===== src/rtl/read_register_pkg.sv =====
// Shared constants and write-enable helpers for the
// read side of the register file.
package read_register_pkg;

  localparam int WIDTH_DEF = 16;
  localparam int NREG      = 8;
  localparam int ADDR_W    = 3;

  typedef enum logic {
    EMPTY = 1'b0,
    FULL  = 1'b1
  } port_state_t;

  function automatic logic [ADDR_W:0] wen_count(
    input logic [NREG-1:0] w
  );
    logic [ADDR_W:0] n;
    n = '0;
    for (int i = 0; i < NREG; i++)
      n = n + {{ADDR_W{1'b0}}, w[i]};
    return n;
  endfunction

  function automatic logic wen_onehot(
    input logic [NREG-1:0] w
  );
    return wen_count(w) == 1;
  endfunction

  function automatic logic wen_multi(
    input logic [NREG-1:0] w
  );
    return wen_count(w) > 1;
  endfunction

  // Only meaningful when w is one-hot; OR-reduces bit indices.
  function automatic logic [ADDR_W-1:0] wen_index(
    input logic [NREG-1:0] w
  );
    logic [ADDR_W-1:0] idx;
    idx = '0;
    for (int i = 0; i < NREG; i++)
      if (w[i]) idx = idx | ADDR_W'(i);
    return idx;
  endfunction

endpackage


===== src/rtl/read_register_read_port.sv =====
// One registered read port: EMPTY/FULL handshake control,
// output data register and same-cycle write forwarding.
module read_port
  import read_register_pkg::*;
#(
  parameter int WIDTH = WIDTH_DEF
) (
  input  logic              clk,
  input  logic              rst_n,
  input  logic              req,
  input  logic [ADDR_W-1:0] addr,
  output logic              ready,
  output logic              valid,
  output logic [WIDTH-1:0]  data,
  input  logic              out_ready,
  input  logic [WIDTH-1:0]  rdata,
  input  logic              wr_ok,
  input  logic [ADDR_W-1:0] wr_idx,
  input  logic [WIDTH-1:0]  wdata
);

  port_state_t      state;
  logic             hit;
  logic [WIDTH-1:0] load;

  assign valid = (state == FULL);
  assign ready = !valid || out_ready;
  assign hit   = wr_ok && (wr_idx == addr);
  assign load  = hit ? wdata : rdata;

  always_ff @(posedge clk) begin
    if (!rst_n) begin
      state <= EMPTY;
      data  <= '0;
    end else begin
      unique case (state)
        EMPTY: begin
          if (req) begin
            state <= FULL;
            data  <= load;
          end
        end
        FULL: begin
          // Stalled when !out_ready: data is a snapshot.
          if (out_ready) begin
            if (req) data  <= load;
            else     state <= EMPTY;
          end
        end
        default: state <= EMPTY;
      endcase
    end
  end

endmodule


===== src/rtl/read_register.sv =====
// Eight-entry register file with one-hot write and two
// independent registered read ports with forwarding.
module read_register
  import read_register_pkg::*;
#(
  parameter int WIDTH = WIDTH_DEF
) (
  input  logic              clk,
  input  logic              rst_n,
  input  logic [NREG-1:0]   wen,
  input  logic [WIDTH-1:0]  wdata,
  input  logic              a_req,
  input  logic [ADDR_W-1:0] a_addr,
  output logic              a_ready,
  output logic              a_valid,
  output logic [WIDTH-1:0]  a_data,
  input  logic              a_out_ready,
  input  logic              b_req,
  input  logic [ADDR_W-1:0] b_addr,
  output logic              b_ready,
  output logic              b_valid,
  output logic [WIDTH-1:0]  b_data,
  input  logic              b_out_ready,
  output logic              wen_err
);

  logic [WIDTH-1:0]  regs [NREG];
  logic              wr_ok;
  logic              wr_bad;
  logic [ADDR_W-1:0] wr_idx;
  logic [WIDTH-1:0]  a_rdata;
  logic [WIDTH-1:0]  b_rdata;

  assign wr_ok   = wen_onehot(wen);
  assign wr_bad  = wen_multi(wen);
  assign wr_idx  = wen_index(wen);
  assign a_rdata = regs[a_addr];
  assign b_rdata = regs[b_addr];

  always_ff @(posedge clk) begin
    if (!rst_n) begin
      for (int i = 0; i < NREG; i++)
        regs[i] <= '0;
      wen_err <= 1'b0;
    end else begin
      if (wr_ok)
        regs[wr_idx] <= wdata;
      if (wr_bad)
        wen_err <= 1'b1;
    end
  end

  read_port #(.WIDTH(WIDTH)) u_port_a (
    .clk       (clk),
    .rst_n     (rst_n),
    .req       (a_req),
    .addr      (a_addr),
    .ready     (a_ready),
    .valid     (a_valid),
    .data      (a_data),
    .out_ready (a_out_ready),
    .rdata     (a_rdata),
    .wr_ok     (wr_ok),
    .wr_idx    (wr_idx),
    .wdata     (wdata)
  );

  read_port #(.WIDTH(WIDTH)) u_port_b (
    .clk       (clk),
    .rst_n     (rst_n),
    .req       (b_req),
    .addr      (b_addr),
    .ready     (b_ready),
    .valid     (b_valid),
    .data      (b_data),
    .out_ready (b_out_ready),
    .rdata     (b_rdata),
    .wr_ok     (wr_ok),
    .wr_idx    (wr_idx),
    .wdata     (wdata)
  );

endmodule

===== config.mk =====
export PLATFORM = sky130hd
export DESIGN_NAME = read_register
export DESIGN_NICKNAME = d
export VERILOG_FILES = /design/src/rtl/read_register_pkg.sv /design/src/rtl/read_register_read_port.sv /design/src/rtl/read_register.sv
export SDC_FILE = /design/constraint.sdc
export NUM_CORES = 1
export LEC_CHECK = 0
export CORE_MARGIN = 2
export CORE_UTILIZATION = 60
export CTS_BUF_LIST = sky130_fd_sc_hd__clkbuf_8
export DETAILED_ROUTE_END_ITERATION = 8
export PLACE_DENSITY = 0.78
export SYNTH_ARGS = -nofsm -noshare
export SYNTH_HDL_FRONTEND = slang
export SYNTH_SLANG_ARGS = --single-unit

===== constraint.sdc =====
create_clock -name clk -period 16.45 [get_ports clk]
set_input_delay 4.935 -clock clk [delete_from_list [all_inputs] [get_ports clk]]
set_output_delay 4.935 -clock clk [all_outputs]
set_load 0.02 [all_outputs]

==> out/qor.yml <==
outcome:
  status: "completed"
grt:
  grt_max_degree: 67
  grt_pass1_vias: 6440
  grt_pass1_wl_microns: 36200
  grt_antenna_before_repair: 0
  overflow: 0
  track_usage_pct: 33.0
die:
  start_util_pct: 61.7
  core_sq_um: 14000
  dieArea_sq_um: 15400
  die_w_microns: 124
  std_cell_rows: 43
  die_y_microns: 124
  ios: 73
sta:
  finalSetupViolCount: 0
  fin_crit_ns: 11.14
  drv_slew: 0
  finalCritPeriodShare_pct: 67.7
  setup_slack_ns: 5.31
  tightest_slew_ns: 1.40
  clock-skew-final_ns: 0.0120
  setup_tns_ns: 0
  finalHoldViolCount: 0
  relSlewSlack_pct: 6.47
  rsz0062_at_grt: "false"
  fmaxAchievable_mhz: 89.8
clocking:
  path_clk_slew_ns: 0.09
  clock_latency_ns: 0.46
  post_cts.repair.setup_buffers: 0
  cts_buffer_depth: 2
  ctsHoldBuffers: 0
  cts_tree: "built"
  clock-sinks: 163
  post_cts_resized: 0
  cts_root_buf: "clkbuf_8"
  cts.htree.levels: 4
  cts_buffers: 17
drt:
  vias_per_cell: 6.54
  detail-route-antenna-nets: 0
  via_count: 6300
  wl_per_cell_microns: 25.0
  drtIter0Drc: 641
  totalWireLength_microns: 24100
  drc: 0
  firstDrtPassIters: 5
synth:
  synth_area_sq_um: 8640
  syn_inst: 716
  synth_mux_area_share_pct: 17.7
  synthAdderAreaFrac_pct: 1.36
  synth_nets: 759
  synth_top_family_by_area: "multiplexers"
  synth_edf_count: 128
  synth-simple-area-share_pct: 14.8
  ys_ff_latch: 163
  synth_top_flop_cell: "edfxtp_1"
  synth-xor-area-share_pct: 0.826
  synth_compound_area_share_pct: 9.55
  ys_types: 47
  synth_warnings: 0
  synth-async-reset-ratio_pct: 0
  seq_area_frac_synth_pct: 52.6
  synth.avg_cell_area_sq_um: 12.1
placed_design:
  dp_slack_ns: 5.33
  dpl_cell_area_sq_um: 9470
  dp_hpwl_microns: 14800
  port_buffers: 72
  place.gp.congestion: 0.887
final_layout:
  fin_area_sq_um: 9850
  final_nets: 813
  antenna-diode-count: 0
  area_growth_pct: 14.1
  drive_above_1_share_pct: 11.6
  multi_input_comb_area_sq_um: 3840
  regArea_sq_um: 4540
  nFillCells: 986
power_and_ir_drop:
  vdd_drop_max_v: 0.0000539
  p_per_area_nw_per_um2: 97.4
  finalPower_uw: 959
  p_leak_uw: 0.00381
worst_setup_path:
  critPathCaptureType: "primary output"
  start_kind: "primary input"
  critPathKind: "primary input to primary output"
  required_ns: 11.51
  worstPathArrival_ns: 6.20
  cp_max_fo: 4
min_path:
  hold_path.class: "register to register"
job:
  cap_violations: 0
[worst max-delay path, cell delays in order]
cell	delay, ns
clkdlybuf4s50_1	0.45
nand2b_1	0.17
clkdlybuf4s50_1	0.64
[metrics by stage]
stage | std cells | hold slack [ns] | util (%)
global placement | 931 | 0.436 | 67.7
CTS | 963 | 0.453 | 70.4
floorplan | 716 | 0.526 | -
global route | 963 | 0.476 | 70.4
finish | 963 | 0.450 | 70.4
detailed placement | 931 | 0.441 | 67.7
[layout by cell type, fill, tap and decap left out, types with 5 or more instances in the layout]
cell,n
inv_1,20
o21ai_0,8
a221oi_1,15
mux2i_1,103
clkdlybuf4s50_1,70
edfxtp_1,128
a2bb2oi_1,13
nand2b_1,8
o21ai_1,13
nand2_1,46
mux4_2,6
and2_1,130
dfxtp_1,35
o22ai_1,29
clkbuf_8,17
mux2_2,32
nand3_1,5
buf_4,11
a22oi_1,26
[synthesized netlist by cell type, types with 2 or more instances]
cell | number | area, sq um
fa_1 | 4 | 80.1
o21ai_0 | 11 | 55.1
buf_4 | 2 | 15.0
mux2_2 | 32 | 360
buf_6 | 2 | 22.5
nand2_1 | 46 | 173
a221oi_1 | 15 | 131
a2bb2oi_1 | 13 | 114
dfxtp_1 | 35 | 701
mux2i_1 | 103 | 1030
edfxtp_1 | 128 | 3840
buf_1 | 2 | 7.51
nor2_1 | 7 | 26.3
a21oi_1 | 4 | 20.0
mux4_2 | 6 | 135
buf_2 | 8 | 40.0
xor2_1 | 4 | 35.0
nor2b_1 | 4 | 25.0
a22oi_1 | 26 | 195
nor4_2 | 2 | 25.0
nand3_1 | 5 | 25.0
nor3_1 | 4 | 20.0
o22ai_1 | 29 | 181
nand2b_1 | 8 | 50.1
and2_1 | 130 | 813
o21ai_1 | 11 | 55.1
clkbuf_1 | 33 | 124
inv_1 | 16 | 60.1
ha_1 | 3 | 37.5
a311oi_1 | 3 | 26.3
a211oi_1 | 3 | 22.5
and4b_1 | 2 | 20.0
[area by class of cell]
class	count	share of cell area, %
clock inverter	15	1.55
timing repair buffer	82	8.00
tap	180	2.29
clock buffer	17	2.37
inverter	17	0.648
multi-input combinational	489	39.0
sequential	163	46.1
[where the power goes]
part | total, uW | switching [uW] | internal [uW]
Combinational | 174 | 99.5 | 74.5
Sequential | 494 | 17.8 | 476
Clock | 291 | 145 | 146
Total | 959 | 262 | 697
[cell families after synthesis]
| group | Yosys count |
|---|---|
| AOI/OAI and AO/OA | 118 |
| xor gates and xnor gates | 6 |
| adders and majority gates | 7 |
| buffers and inverters | 64 |
| DFF | 163 |
| muxes | 141 |
| and+or+nand+nor | 217 |
[state kept, by name (all words and copies together) (netlist names)]
name	flops
regs	128
u_port_a.data	16
u_port_a.valid	1
u_port_b.data	16
u_port_b.valid	1
wen_err	1
[per-layer routing]
metal	wire length [microns]	vias up	track usage (%)
met1	8740	3068	39.5
li1	-	2770	-
met4	1220	0	19.6
met5	0	-	0
met2	12000	361	55.5
met3	2090	101	6.23
[path summary, 6_finish.rpt]
check | startpoint | to | slack (ns) | cells past startpoint
worst max-delay path | a_out_ready | a_ready | 5.31 | 3
worst min-delay path | u_port_a.data[11]$_SDFFE_PN0P_ | u_port_a.data[11]$_SDFFE_PN0P_ | 0.45 | 2
worst max register to register | u_port_b.valid$_SDFF_PN0_ | u_port_b.data[3]$_SDFFE_PN0P_ | 14.74 | 5
worst min register to register | u_port_a.data[11]$_SDFFE_PN0P_ | u_port_a.data[11]$_SDFFE_PN0P_ | 0.45 | 2
Note: power is estimated with default switching activity, not from simulation.
